## src/rtl/ps2kb_pkg.sv

```systemverilog
// Shared types and constants for the PS/2 keyboard event path.
// Latency: n/a (declarations only).
// Backpressure: n/a.
package ps2kb_pkg;

  // Set-2 prefix bytes and the keyboard's error/overrun codes
  localparam logic [7:0] PS2_PREFIX_EXT = 8'hE0;
  localparam logic [7:0] PS2_PREFIX_BRK = 8'hF0;
  localparam logic [7:0] PS2_ERR_00     = 8'h00;
  localparam logic [7:0] PS2_ERR_FF     = 8'hFF;

  // One complete key event as stored in the FIFO
  typedef struct packed {
    logic       extended;
    logic       brk;
    logic [7:0] code;
  } key_event_t;

  localparam int KEY_EVENT_W = $bits(key_event_t);

  // Capture handshake with the receiver's holding register
  typedef enum logic [1:0] {
    ST_IDLE     = 2'd0,
    ST_ACK      = 2'd1,
    ST_WAIT_LOW = 2'd2
  } cap_state_t;

  // Bytes the keyboard sends to report an internal error or buffer overrun
  function automatic logic is_err_code(input logic [7:0] b);
    return (b == PS2_ERR_00) || (b == PS2_ERR_FF);
  endfunction

endpackage

```

## src/rtl/ps2kb_sync_fifo.sv

```systemverilog
// Generic first-word-fall-through FIFO with occupancy count.
// Latency: a write is visible at rdata the cycle after push.
// Backpressure: push is ignored when full unless a pop frees the slot in the same cycle; rdata is zero when empty.
module ps2kb_sync_fifo #(
  parameter int WIDTH      = 10,
  parameter int DEPTH_LOG2 = 3
) (
  input  logic                  clock,
  input  logic                  reset,
  input  logic                  push,
  input  logic [WIDTH-1:0]      wdata,
  input  logic                  pop,
  output logic [WIDTH-1:0]      rdata,
  output logic                  full,
  output logic                  empty,
  output logic [DEPTH_LOG2:0]   level
);

  localparam int                   DEPTH     = 1 << DEPTH_LOG2;
  localparam logic [DEPTH_LOG2:0]  LVL_FULL  = (DEPTH_LOG2+1)'(DEPTH);
  localparam logic [DEPTH_LOG2:0]  LVL_ONE   = (DEPTH_LOG2+1)'(1);
  localparam logic [DEPTH_LOG2-1:0] PTR_ONE  = DEPTH_LOG2'(1);

  logic [WIDTH-1:0]      mem [DEPTH];
  logic [DEPTH_LOG2-1:0] wr_ptr;
  logic [DEPTH_LOG2-1:0] rd_ptr;
  logic                  do_push;
  logic                  do_pop;

  assign empty   = (level == '0);
  assign full    = (level == LVL_FULL);
  assign do_pop  = pop & ~empty;
  // When full, a simultaneous pop vacates the head slot, which is exactly wr_ptr
  assign do_push = push & (~full | do_pop);
  assign rdata   = empty ? '0 : mem[rd_ptr];

  // Storage array; no reset needed since reads are gated by empty
  always_ff @(posedge clock) begin
    if (do_push) mem[wr_ptr] <= wdata;
  end

  // Pointers wrap naturally at 2**DEPTH_LOG2; level tracks occupancy
  always_ff @(posedge clock or posedge reset) begin
    if (reset) begin
      wr_ptr <= '0;
      rd_ptr <= '0;
      level  <= '0;
    end else begin
      if (do_push) wr_ptr <= wr_ptr + PTR_ONE;
      if (do_pop)  rd_ptr <= rd_ptr + PTR_ONE;
      case ({do_push, do_pop})
        2'b10:   level <= level + LVL_ONE;
        2'b01:   level <= level - LVL_ONE;
        default: level <= level;
      endcase
    end
  end

endmodule

```

## src/rtl/ps2kb_event_fifo.sv

```systemverilog
// PS/2 set-2 byte capture, prefix folding and key-event buffering (optional KEY_EVENT_REPEAT_FILTER_EN drops typematic repeats).
// Latency: event visible on event_* the cycle after the byte is captured; clear_keycode pulses the cycle after capture.
// Backpressure: host stalls with event_ready=0; events arriving while full are dropped and flagged in sticky overflow.
module ps2kb_event_fifo
  import ps2kb_pkg::*;
#(
  parameter int DEPTH_LOG2 = 3
) (
  input  logic                  clock,
  input  logic                  reset,
  input  logic                  irq,
  input  logic [7:0]            keycode,
  output logic                  clear_keycode,
  output logic                  event_valid,
  output logic [7:0]            event_code,
  output logic                  event_break,
  output logic                  event_extended,
  input  logic                  event_ready,
  output logic                  overflow,
  input  logic                  clear_overflow,
  output logic [DEPTH_LOG2:0]   fifo_level
);

  cap_state_t state;
  cap_state_t state_next;
  logic       ext_flag;
  logic       brk_flag;
  logic       capture;
  logic       is_ext;
  logic       is_brk;
  logic       is_err;
  logic       repeat_hit;
  logic       push_req;
  logic       pop_eff;
  logic       push_ok;
  logic       drop;
  logic       fifo_full;
  logic       fifo_empty;
  key_event_t cand;
  key_event_t head;

  // A byte is taken only in IDLE, so the held irq level cannot re-trigger
  assign capture = (state == ST_IDLE) & irq;
  assign is_ext  = (keycode == PS2_PREFIX_EXT);
  assign is_brk  = (keycode == PS2_PREFIX_BRK);
  assign is_err  = is_err_code(keycode);
  assign cand    = '{extended: ext_flag, brk: brk_flag, code: keycode};

  assign push_req = capture & ~is_ext & ~is_brk & ~is_err & ~repeat_hit;
  assign pop_eff  = event_ready & event_valid;
  assign push_ok  = push_req & (~fifo_full | pop_eff);
  assign drop     = push_req & fifo_full & ~pop_eff;

`ifdef KEY_EVENT_REPEAT_FILTER_EN
  logic       last_vld;
  key_event_t last_evt;

  // Typematic repeat: a make identical to the last accepted event
  assign repeat_hit = last_vld & ~cand.brk & (last_evt == cand);

  // Remember the last event that actually entered the FIFO
  always_ff @(posedge clock or posedge reset) begin
    if (reset) begin
      last_vld <= 1'b0;
      last_evt <= '0;
    end else if (push_ok) begin
      last_vld <= 1'b1;
      last_evt <= cand;
    end
  end
`else
  assign repeat_hit = 1'b0;
`endif

  // Capture FSM state register
  always_ff @(posedge clock or posedge reset) begin
    if (reset) state <= ST_IDLE;
    else       state <= state_next;
  end

  // Next-state: acknowledge once, then wait for the receiver to drop irq
  always_comb begin
    state_next = state;
    case (state)
      ST_IDLE:     if (irq) state_next = ST_ACK;
      ST_ACK:      state_next = ST_WAIT_LOW;
      ST_WAIT_LOW: if (!irq) state_next = ST_IDLE;
      default:     state_next = ST_IDLE;
    endcase
  end

  // Registered one-cycle acknowledge, coincides with the ACK state
  always_ff @(posedge clock or posedge reset) begin
    if (reset) clear_keycode <= 1'b0;
    else       clear_keycode <= capture;
  end

  // Prefix flags accumulate until any non-prefix byte (pushed, dropped or discarded)
  always_ff @(posedge clock or posedge reset) begin
    if (reset) begin
      ext_flag <= 1'b0;
      brk_flag <= 1'b0;
    end else if (capture) begin
      if (is_ext) begin
        ext_flag <= 1'b1;
      end else if (is_brk) begin
        brk_flag <= 1'b1;
      end else begin
        ext_flag <= 1'b0;
        brk_flag <= 1'b0;
      end
    end
  end

  // Sticky overflow; a new drop wins over a same-cycle clear
  always_ff @(posedge clock or posedge reset) begin
    if (reset)               overflow <= 1'b0;
    else if (drop)           overflow <= 1'b1;
    else if (clear_overflow) overflow <= 1'b0;
  end

  ps2kb_sync_fifo #(
    .WIDTH      (KEY_EVENT_W),
    .DEPTH_LOG2 (DEPTH_LOG2)
  ) u_fifo (
    .clock (clock),
    .reset (reset),
    .push  (push_req),
    .wdata (cand),
    .pop   (event_ready),
    .rdata (head),
    .full  (fifo_full),
    .empty (fifo_empty),
    .level (fifo_level)
  );

  assign event_valid    = ~fifo_empty;
  assign event_code     = head.code;
  assign event_break    = head.brk;
  assign event_extended = head.extended;

endmodule

```

## config.mk

```make
export PLATFORM = sky130hd
export DESIGN_NAME = ps2kb_event_fifo
export DESIGN_NICKNAME = d
export VERILOG_FILES = /design/src/rtl/ps2kb_pkg.sv /design/src/rtl/ps2kb_sync_fifo.sv /design/src/rtl/ps2kb_event_fifo.sv
export SDC_FILE = /design/constraint.sdc
export NUM_CORES = 1
export LEC_CHECK = 0
export ABC_CLOCK_PERIOD_IN_PS = 7200
export CAP_MARGIN = 30
export CORE_ASPECT_RATIO = 1.25
export CORE_UTILIZATION = 60
export DETAILED_ROUTE_END_ITERATION = 10
export DONT_BUFFER_PORTS = 1
export PLACE_DENSITY = 0.86
export SYNTH_ARGS = -nofsm -noshare
export SYNTH_HDL_FRONTEND = slang
export SYNTH_SLANG_ARGS = --single-unit
```

## constraint.sdc

```tcl
create_clock -name clock -period 7.2 [get_ports clock]
set_input_delay 1.08 -clock clock [delete_from_list [all_inputs] [get_ports clock]]
set_output_delay 1.08 -clock clock [all_outputs]
set_load 0.005 [all_outputs]
```

==> summary.txt, run 1 <==
Timing
  – Clk_skew: 0.0106 ns
  – Max-slew violations: 0
  – Total negative setup slack: 0 ns
  – Hold Vio Cnt, Final: 0
  – Fmax: 318 MHz
  – Rel. slew slack: between 30% and 40%
  – Unrepaired setup endpoints after global routing: no
  – Tcrit/Tclk final: 43.7%
  – Worst slew pin tran: 0.935 ns
  – Hold slack: 0.528 ns
  – Finish-stage setup viols: 0
  – Minimum clock period: 3.14 ns

Global route
  – Largest net degree at the start of global routing: 23
  – First-pass GRT wire length: 10300 um
  – Initial antenna violation count: 0
  – Gr busiest metal: met2
  – Met1 GRT Util: 28.2%
  – Tot GR Track Use: 22.1%
  – M3 GR Usage: approximately 6.2%
  – Vias in the first global route: 1952
  – GR Layer Usage met2: about a third
  – Gr ovfl total: 0

Drt
  – First-pass DRT Iterations: 4
  – Routed WL: 6560 um
  – Wire per inst: between 20 and 25 um
  – Drt initial violations: around 120
  – Post-route DRC: 0
  – Detailed-route via count: about 1900
  – Via/cell ratio: roughly 6.1
  – Antenna-violating nets left: 0

Layout
  – Finished Layout Cells: 309
  – Layout area overhead: 8.66%
  – Final nets: 237
  – Final design utilization: 68.3%
  – Share of cells above drive strength 1: between 20 and 25%
  – Most common cell after layout, fill and taps aside: edfxtp_1
  – Commonest non-fill, non-tap cells in the layout: edfxtp_1, mux4_2, nor2_1, dfrtp_1, mux2i_1
  – Diode count: 0

Critical path
  – Setup CP Type: register to output pin
  – CP endpoint kind: output pin
  – Crit-path cells: mux4_2 > mux2i_1 > nor2_1
  – CP max stage delay: 0.96 ns
  – Startpoint Class: register
  – CP top delay family: flip-flops
  – WP data arrival: 2.06 ns
  – Slowest-stage cell, CP: dfrtp_1
  – Worst path required time: 6.12 ns
  – Critical path buffers and inverters: 0
  – Crit path max fanout: 22

Power
  – Internal power: 1110 uW
  – Total net switching power: slightly below 500 uW
  – Lkg Pwr: 0.00146 uW
  – Sw Ratio: 30.7%
  – VDD IR-drop max: 254 uV
  – Sequential share of power: 50.7%
  – Clock power share: between 20% and 30%
  – Combinational power share: 27.5%
  – Pwr Density: between 300 and 400 mW/mm2

CTS
  – TritonCTS clock tree: yes
  – CTS Hold Bufs: 0
  – CTS Sinks: 96
  – CTS buffer count: 9
  – CTS root buf: clkbuf_8
  – Clock latency at the later pin of the worst-skew pair: between 0.3 and 0.4 ns
  – Clock buffer depth: 2
  – Post-cts resize count: 0
  – Htree depth: 3
  – Post-CTS setup buffers: 0
  – Worst-path clk slew: 0.09 ns

Logic synthesis
  – Yosys warning count: 0
  – Mapped Area: 0.00390 mm2
  – Number of cells produced by synthesis: 207
  – Sequential element share of the synthesized area: a little under three quarters
  – Library cells used by synthesis: 35
  – Syn_area_per_cell: between 15 and 20 um2
  – Synth Net Count: around 230
  – Synth Register Bits: 96

Die
  – Num rows: 32
  – Initial Util: 62.9%
  – Total core area: 0.00621 mm2
  – Die width: around 74 um
  – Die H: approximately 90 um
  – Die area: approximately 0.0068 mm2
  – Top Ports: 30

Run status
  – Outcome: finished clean

Job
  – MaxCap Viol Count: 0

Placement
  – Placer Congestion: 0.809
  – Hpwl dp: 4310 um
  – # port buffers: 0
  – Placed insts: 291

Min path
  – Hold WC Path Type: register to register
## kinds of logic after synthesis
kind of cell | Yosys count | synth area share, %
DFF | 96 | 71.8
and+or+nand+nor | 40 | 6.06
muxes | 36 | 15.8
buffers and inverters | 13 | 1.31
AOI/OAI and AO/OA | 10 | 1.60
xor gates and xnor gates | 7 | 1.57
adders and majority gates | 5 | 1.80
## per-layer routing
| metal | wire length [um] | share of wire [%] |
|---|---|---|
| met5 | 0 | 0 |
| met4 | 93 | 1.4 |
| met2 | 3470 | 53 |
| met1 | 2680 | 41 |
| met3 | 320 | 4.9 |
## final timing paths
kind / depth (start not counted) / start / slack, ns / end
worst min register to register: 1 / u_fifo.wr_ptr[0]$_DFFE_PP0P_ / 0.53 / u_fifo.wr_ptr[0]$_DFFE_PP0P_
max in group asynchronous: 1 / reset / 6.15 / u_fifo.wr_ptr[1]$_DFFE_PP0P_
worst max-delay path: 3 / u_fifo.rd_ptr[1]$_DFFE_PP0P_ / 4.06 / event_code[2]
min in group asynchronous: 1 / reset / 0.66 / u_fifo.level[1]$_DFFE_PP0P_
worst max register to register: 5 / state[0]$_DFFE_PP0P_ / 4.60 / u_fifo.mem[2][2]$_DFFE_PP_
worst min-delay path: 1 / u_fifo.wr_ptr[0]$_DFFE_PP0P_ / 0.53 / u_fifo.wr_ptr[0]$_DFFE_PP0P_
## sequential cells by signal, indices dropped and copies added (netlist names), 2 cells and up
| register | flops |
|---|---|
| state | 2 |
| u_fifo.wr_ptr | 3 |
| u_fifo.rd_ptr | 3 |
| u_fifo.level | 4 |
| u_fifo.mem | 80 |
## layout make-up
type / instances / area, um2
tap: 85 / 106
clock inverter: 6 / 66.3
fill: 386 / 1970
multi-input combinational: 98 / 1050
timing repair buffer: 7 / 52.6
sequential: 96 / 2800
inverter: 7 / 26.3
clock buffer: 10 / 138
## cells in the mapped netlist
library cell,instances,area (um2)
a21o_1,1,7.51
a21oi_1,5,25.0
a31oi_1,1,6.26
a32oi_1,1,8.76
and2_4,1,8.76
and3_1,1,6.26
buf_1,1,3.75
buf_2,2,10.0
clkbuf_1,3,11.3
dfrtp_1,16,400
edfxtp_1,80,2400
fa_1,1,20.0
ha_1,4,50.1
inv_1,7,26.3
mux2_2,2,22.5
mux2_4,1,15.0
mux2i_1,13,130
mux4_2,20,450
nand2_1,5,18.8
nand2b_1,3,18.8
nand3b_1,1,7.51
nand4_1,1,6.26
nor2_1,16,60.1
nor2b_1,2,12.5
nor3_1,3,15.0
nor3b_1,2,15.0
nor3b_4,1,18.8
nor4_1,1,6.26
nor4_2,1,12.5
nor4_4,1,21.3
o21ai_2,1,8.76
o22ai_1,1,6.26
or2_4,1,8.76
xnor2_1,5,43.8
xor2_1,2,17.5
## through the flow
step           setup WS (ns)  power [uW]  cell area, um2
2_1_floorplan           4.12        1160            3900
3_3_place_gp            3.95        1260            4010
3_5_place_dp            3.88        1270            4020
4_1_cts                 4.03        1620            4230
5_1_grt                 3.97        1690            4240
6_report                4.06        1610            4240
## power groups by stage
| stage | logic [uW] | registers, uW | clock network, uW |
|---|---|---|---|
| floorplan | 393 | 770 | 0 |
| global placement | 435 | 821 | 0 |
| detailed placement | 445 | 828 | 0 |
| CTS | 450 | 816 | 355 |
| global route | 489 | 826 | 377 |
| finish | 442 | 815 | 350 |
(Power assumes the default switching activity.)
==> run 2: changes to the inputs <==
--- a/config.mk
+++ b/config.mk
@@ -5,13 +5,13 @@
 export SDC_FILE = /design/constraint.sdc
 export NUM_CORES = 1
 export LEC_CHECK = 0
-export ABC_CLOCK_PERIOD_IN_PS = 7200
+export ABC_CLOCK_PERIOD_IN_PS = 2800
 export CAP_MARGIN = 30
 export CORE_ASPECT_RATIO = 1.25
-export CORE_UTILIZATION = 60
+export CORE_UTILIZATION = 56
 export DETAILED_ROUTE_END_ITERATION = 10
 export DONT_BUFFER_PORTS = 1
-export PLACE_DENSITY = 0.86
+export PLACE_DENSITY = 0.84
 export SYNTH_ARGS = -nofsm -noshare
 export SYNTH_HDL_FRONTEND = slang
 export SYNTH_SLANG_ARGS = --single-unit
==> constraint.sdc (replaced) <==
create_clock -name clock -period 2.8 [get_ports clock]
set_input_delay 0.42 -clock clock [delete_from_list [all_inputs] [get_ports clock]]
set_output_delay 0.42 -clock clock [all_outputs]
set_load 0.005 [all_outputs]
==> run 2 against run 1 <==
Net effect:
- combinational power grew to 2.8 times the previous value
- final area increased by 2.9%
- global-route usage down 1.2 points
- final cell count rose by 4.5%
- clock-buffer cell count stayed put
- critical endpoint is now event_extended
==> summary.txt, run 2 (same netlist as run 1, synthesis figures left out) <==
Timing
  – Total negative setup slack: 0 ns (unchanged)
  – Minimum clock period: 2.32 ns
  – Fmax: between 400 and 500 MHz
  – Setup ws final: 0.483 ns (-3.57 ns)
  – Max-slew violations: 0 (unchanged)
  – Finish-stage setup viols: 0 (unchanged)
  – Rel. slew slack: 51.6% (+14 points)
  – Unrepaired setup endpoints after global routing: no
  – Clk_skew: 0.0138 ns (+0.00322 ns)
  – Worst slew pin tran: 0.727 ns (-0.209 ns)
  – Hold Vio Cnt, Final: 0 (unchanged)
  – Tcrit/Tclk final: 82.8%

CTS
  – CTS Hold Bufs: 0 (unchanged)
  – CTS root buf: clkbuf_8
  – Clock latency at the later pin of the worst-skew pair: 0.36 ns (about the same)
  – Post-cts resize count: 0 (unchanged)
  – CTS Sinks: 96 (unchanged)
  – TritonCTS clock tree: yes
  – CTS buffer count: 9 (unchanged)
  – Clock buffer depth: 2 (unchanged)
  – Post-CTS setup buffers: 0 (unchanged)
  – Worst-path clk slew: 0.09 ns (about the same)
  – Htree depth: 3 (unchanged)

Critical path
  – Setup slack, reg-to-reg: 0.60 ns (-4.00 ns)
  – Register-to-Register Path Depth: 6 (+1)
  – Crit path max fanout: 12 (-45%)
  – WP data arrival: 1.90 ns (-0.16 ns)
  – CP endpoint kind: output pin
  – Startpoint Class: register
  – Setup CP Type: register to output pin
  – Worst path required time: 2.38 ns (-3.74 ns)

Drt
  – Post-route DRC: 0 (unchanged)
  – First-pass DRT Iterations: 4 (unchanged)
  – Antenna-violating nets left: 0 (unchanged)
  – Routed WL: 6880 um (+4.9%)
  – Via/cell ratio: 5.89 (-3.0%)
  – Wire per inst: 21.3 um (+0.33%)
  – Drt initial violations: 151 (+22%)
  – Detailed-route via count: 1902 (+1.4%)

Layout
  – Most common cell after layout, fill and taps aside: edfxtp_1
  – Fillers: 456 (+18%)
  – Share of cells above drive strength 1: 26.7% (+3.5 points)
  – Biggest regs: u_fifo.mem x80, u_fifo.level x4
  – Number of flip-flops in the largest register: 80 (unchanged)
  – Most flops, register: u_fifo.mem
  – Final design utilization: 65.6% (-2.7 points)
  – Final nets: 249 (+5.1%)
  – Post-route cell area: 0.00436 mm2 (+2.9%)
  – Diode count: 0 (unchanged)
  – Layout area overhead: 11.8%
  – FF+latch area: 0.00280 mm2 (unchanged)
  – Commonest non-fill, non-tap cells in the layout: edfxtp_1, mux4_2, buf_4, nor2_1, dfrtp_1
  – Multi-input gate area: 0.00105 mm2 (unchanged)

Global route
  – Initial antenna violation count: 0 (unchanged)
  – First-pass GRT wire length: 10600 um (+3.2%)
  – Tot GR Track Use: 20.9% (-1.2 points)
  – Vias in the first global route: 1979 (+1.4%)
  – Gr ovfl total: 0 (unchanged)
  – Largest net degree at the start of global routing: 17 (-26%)

Min path
  – Hold WC Path Type: primary input to asynchronous set/reset pin

Power
  – Lkg Pwr: 0.00153 uW (+4.7%)
  – VDD IR-drop max: 599 uV (+140%)
  – Pwr Density: 982 mW/mm2 (+160%)

Placement
  – Hpwl dp: 4610 um (+7.0%)
  – Placer Congestion: 0.758 (-6.4%)
  – Pre-CTS setup slack: 0.493 ns (-3.39 ns)
  – # port buffers: 0 (unchanged)
  – Placed inst area: 0.00414 mm2 (+3.0%)

Die
  – Num rows: 33 (+3.1%)
  – Die width: 76.7 um (+3.4%)
  – Die area: 0.00731 mm2 (+7.0%)
  – Initial Util: 58.7% (-4.2 points)
  – Total core area: 0.00665 mm2 (+7.1%)
  – Die H: 95.3 um (+3.4%)
  – Top Ports: 30 (unchanged)

Run status
  – Outcome: finished clean

Job
  – MaxCap Viol Count: 0 (unchanged)
-- run 2: cell count changes in the layout (fill, tap and decap cells not counted) --
cell,before,now
buf_12,0,1
inv_6,1,0
clkbuf_1,0,1
bufinv_16,1,2
clkinvlp_4,0,1
clkbuf_8,10,9
clkinv_2,2,0
buf_4,7,18
clkinv_4,2,3
-- run 2: worst max-delay path, cell delays in order (launching register included) --
cell	delay (ns)
dfrtp_1	0.72
buf_12	0.22
mux4_2	0.30
mux2i_1	0.19
nor2_1	0.10
-- run 2: through the flow --
step           power (uW)  hold WS (ns)  instances
6_report             4280       0.00583        323
4_1_cts              4320        0.0269        323
2_1_floorplan        2990         0.334        207
3_5_place_dp         3360         0.421        307
5_1_grt              4500        0.0575        323
3_3_place_gp         3310         0.404        307
-- run 2: report_power, final --
part	total (uW)	internal, uW	leakage [uW]	switching, uW
logic	1240	665	0.000507	577
clock network	972	508	0.000107	465
registers	2070	1810	0.000920	256
-- run 2: path summary, 6_finish.rpt --
check                                             start                            to
setup / recovery           u_fifo.rd_ptr[1]$_DFFE_PP0P_                event_extended
hold / removal                                    reset          ext_flag$_DFFE_PP0P_
setup reg to reg                   state[0]$_DFFE_PP0P_    u_fifo.mem[1][5]$_DFFE_PP_
hold reg to reg            u_fifo.wr_ptr[0]$_DFFE_PP0P_  u_fifo.wr_ptr[0]$_DFFE_PP0P_
max in group asynchronous                         reset  u_fifo.wr_ptr[2]$_DFFE_PP0P_
min in group clock                           keycode[4]    u_fifo.mem[6][4]$_DFFE_PP_
-- run 2: layout make-up --
| type | count | area share (%) |
|---|---|---|
| clock buffer | 10 | 2.93 |
| clock inverter | 6 | 2.15 |
| inverter | 7 | 0.602 |
| multi-input combinational | 98 | 24.0 |
| sequential | 96 | 64.2 |
| tap | 87 | 2.49 |
| timing repair buffer | 19 | 3.56 |
-- run 2: layer usage --
layer	share of wire (%)	global-route usage, %	vias to the layer above	wire (um)
li1	-	-	855	-
met1	40	25.2	971	2720
met2	53	36.5	63	3630
met3	5.3	3.73	13	368
met4	2.3	10.6	0	155
met5	0	0	-	0
==> run 3: changes to the inputs <==
--- a/config.mk
+++ b/config.mk
@@ -5,7 +5,7 @@
 export SDC_FILE = /design/constraint.sdc
 export NUM_CORES = 1
 export LEC_CHECK = 0
-export ABC_CLOCK_PERIOD_IN_PS = 2800
+export ABC_CLOCK_PERIOD_IN_PS = 1900
 export CAP_MARGIN = 30
 export CORE_ASPECT_RATIO = 1.25
 export CORE_UTILIZATION = 56
==> constraint.sdc (replaced) <==
create_clock -name clock -period 1.9 [get_ports clock]
set_input_delay 0.285 -clock clock [delete_from_list [all_inputs] [get_ports clock]]
set_output_delay 0.285 -clock clock [all_outputs]
set_load 0.005 [all_outputs]
==> run 3 against run 2 <==
Net effect:
- the run now ends with setup timing left
- final area grew 5.2%
- wire length decreased by 2.3%
- sequential share of layout area is 3.1 points lower
- first-iteration DRC count down 9.3%
- power increased by 50%
- setup slack lost 0.58 ns
- critical endpoint is now u_fifo.level[3]$_DFFE_PP0P_
- register-to-register slack worse by 0.69 ns
- core utilization up 3.4 points
- clock power rose by 12%
- sequential power increased by 43%
- largest cell class unchanged
- global-route usage decreased by 0.49 points
==> summary.txt, run 3 (same netlist as run 1, synthesis figures left out) <==
Layout
  – Fillers: 411 (-9.9%)
  – Finished Layout Cells: 337 (+4.3%)
  – FF+latch area: 0.00281 mm2 (+0.13%)
  – Biggest regs: u_fifo.mem x80, u_fifo.level x4
  – Share of cells above drive strength 1: 37.2% (+11 points)
  – Number of flip-flops in the largest register: 80 (unchanged)
  – Most flops, register: u_fifo.mem
  – Layout area overhead: 17.6%
  – Diode count: 0 (unchanged)
  – Final design utilization: 69.0% (+3.4 points)
  – Final nets: 264 (+6.0%)
  – Commonest non-fill, non-tap cells in the layout: edfxtp_1, buf_4, mux4_2, mux2i_1, dfrtp_1
  – Most common cell after layout, fill and taps aside: edfxtp_1
  – Multi-input gate area: 0.00116 mm2 (+11%)

Critical path
  – CP top delay family: simple AND/OR/NAND/NOR gates
  – End of the critical path: u_fifo.level[3]$_DFFE_PP0P_
  – Critical path buffers and inverters: 0 (-1)
  – FF-to-FF Start: u_fifo.level[0]$_DFFE_PP0P_
  – Crit-path cells: nor4_4 > nor2b_2 > and2_4 > ha_4 > a21o_1 > a21oi_2 > mux2i_1 > xnor2_1
  – RR Endpoint: u_fifo.level[3]$_DFFE_PP0P_
  – Crit path max fanout: 5 (-7)
  – Slowest-stage cell, CP: dfrtp_2
  – Startpoint Class: register
  – Critical path depth: 8 (+4)
  – Register-to-Register Path Depth: 8 (+2)
  – WP data arrival: 2.26 ns (+0.36 ns)
  – Setup slack, reg-to-reg: -0.09 ns (-0.69 ns)
  – CP max stage delay: 0.43 ns (-0.29 ns)
  – CP endpoint kind: register
  – Worst path required time: 2.17 ns (-0.21 ns)
  – CP Launch Point: u_fifo.level[0]$_DFFE_PP0P_
  – Setup CP Type: register to register

Drt
  – Via/cell ratio: 5.84 (-0.88%)
  – Routed WL: 6720 um (-2.3%)
  – Detailed-route via count: 1967 (+3.4%)
  – First-pass DRT Iterations: 4 (unchanged)
  – Antenna-violating nets left: 0 (unchanged)
  – Drt initial violations: 137 (-9.3%)
  – Post-route DRC: 0 (unchanged)
  – Wire per inst: 20.0 um (-6.3%)

Timing
  – Total negative setup slack: -0.581 ns (-0.581 ns)
  – Finish-stage setup viols: 11 (+11)
  – Unrepaired setup endpoints after global routing: yes
  – Hold slack: 0.0314 ns (+0.0256 ns)
  – Minimum clock period: 1.99 ns
  – Clk_skew: 0.00483 ns (-0.00896 ns)
  – Tcrit/Tclk final: 105%
  – Setup ws final: -0.0948 ns (-0.577 ns)
  – Max-slew violations: 0 (unchanged)
  – Hold Vio Cnt, Final: 0 (unchanged)
  – Fmax: 501 MHz
  – Worst slew pin tran: 0.595 ns (-0.131 ns)
  – Rel. slew slack: 60.3% (+8.7 points)

Global route
  – GR Layer Usage met2: 35.6% (-0.97 points)
  – Largest net degree at the start of global routing: 21 (+4)
  – M3 GR Usage: 4.02% (+0.29 points)
  – First-pass GRT wire length: 10500 um (-1.0%)
  – Initial antenna violation count: 0 (unchanged)
  – Tot GR Track Use: 20.4% (-0.49 points)
  – Vias in the first global route: 2140 (+8.1%)
  – Gr busiest metal: met2
  – Met1 GRT Util: 23.1% (-2.1 points)
  – Gr ovfl total: 0 (unchanged)

Min path
  – Hold Crit Depth: 0
  – Hold WC Path Type: primary input to register
  – HP Start: keycode[5]

CTS
  – Clock buffer depth: 2 (unchanged)
  – TritonCTS clock tree: yes
  – CTS Sinks: 96 (unchanged)
  – Worst-path clk slew: 0.08 ns (about the same)
  – Clock latency at the later pin of the worst-skew pair: 0.34 ns (-0.02 ns)
  – CTS buffer count: 9 (unchanged)
  – Htree depth: 3 (unchanged)
  – CTS root buf: clkbuf_8

Die
  – Initial Util: 58.7% (unchanged)
  – Die width: 76.7 um (unchanged)
  – Die H: 95.3 um (unchanged)
  – Die area: 0.00731 mm2 (unchanged)
  – Top Ports: 30 (unchanged)
  – Total core area: 0.00665 mm2 (unchanged)
  – Num rows: 33 (unchanged)

Placement
  – Placer Congestion: 0.743 (-1.9%)
  – Hpwl dp: 4760 um (+3.1%)
  – Placed insts: 318 (+3.6%)
  – # port buffers: 0 (unchanged)

Run status
  – Outcome: finished, violations left
  – Violated checks: setup timing

Job
  – MaxCap Viol Count: 0 (unchanged)

Power
  – Lkg Pwr: 0.00162 uW (+5.4%)
  – Pwr Density: 1400 mW/mm2 (+43%)
  – PnR Total Power: 6430 uW (+50%)
  – VDD IR-drop max: 984 uV (+64%)
-- run 3: metal layers --
metal | up-vias | wire length, um
met1 | 987 | 2470
met2 | 74 | 3620
li1 | 889 | -
met4 | 0 | 205
met3 | 17 | 426
met5 | - | 0
-- run 3: worst min path at each step --
stage | end | slack (ns)
2_1_floorplan | brk_flag$_DFFE_PP0P_ | 0.20
3_3_place_gp | clear_keycode$_DFF_PP0_ | 0.27
3_5_place_dp | clear_keycode$_DFF_PP0_ | 0.27
4_1_cts | u_fifo.mem[5][3]$_DFFE_PP_ | 0.01
5_1_grt | u_fifo.mem[3][1]$_DFFE_PP_ | 0.01
6_report | u_fifo.mem[2][5]$_DFFE_PP_ | 0.03
-- run 3: where the power goes --
group / internal (uW) / switching, uW / total (uW)
Sequential: 2680 / 266 / 2950
Clock: 468 / 620 / 1090
Combinational: 1280 / 1120 / 2400
Total: 4430 / 2010 / 6430
-- run 3: stage by stage --
stage	worst slack (ns)	cell area (um2)
after detailed placement	-0.207	4380
after CTS	-0.114	4560
final	-0.0948	4590
after floorplan	-0.0451	3990
after global placement	-0.133	4380
after global routing	-0.175	4590
-- run 3: layout make-up --
type,count,area share [%]
inverters,7,0.573
flip-flops and latches,96,61.2
well taps,87,2.37
multi-input cells,98,25.3
clock inverters,3,0.436
repair buffers,34,7.25
clock buffers,12,2.95
-- run 3: timing repair --
action | 4_1_cts | 5_1_grt
buffers inserted | 2 | 2
gates cloned | 0 | 0
hold buffers | 1 | 0
endpoints found under the hold margin | 16 | 0
setup endpoints to repair | 16 | 24
resized for setup | 3 | 4
pin swaps | 1 | 3
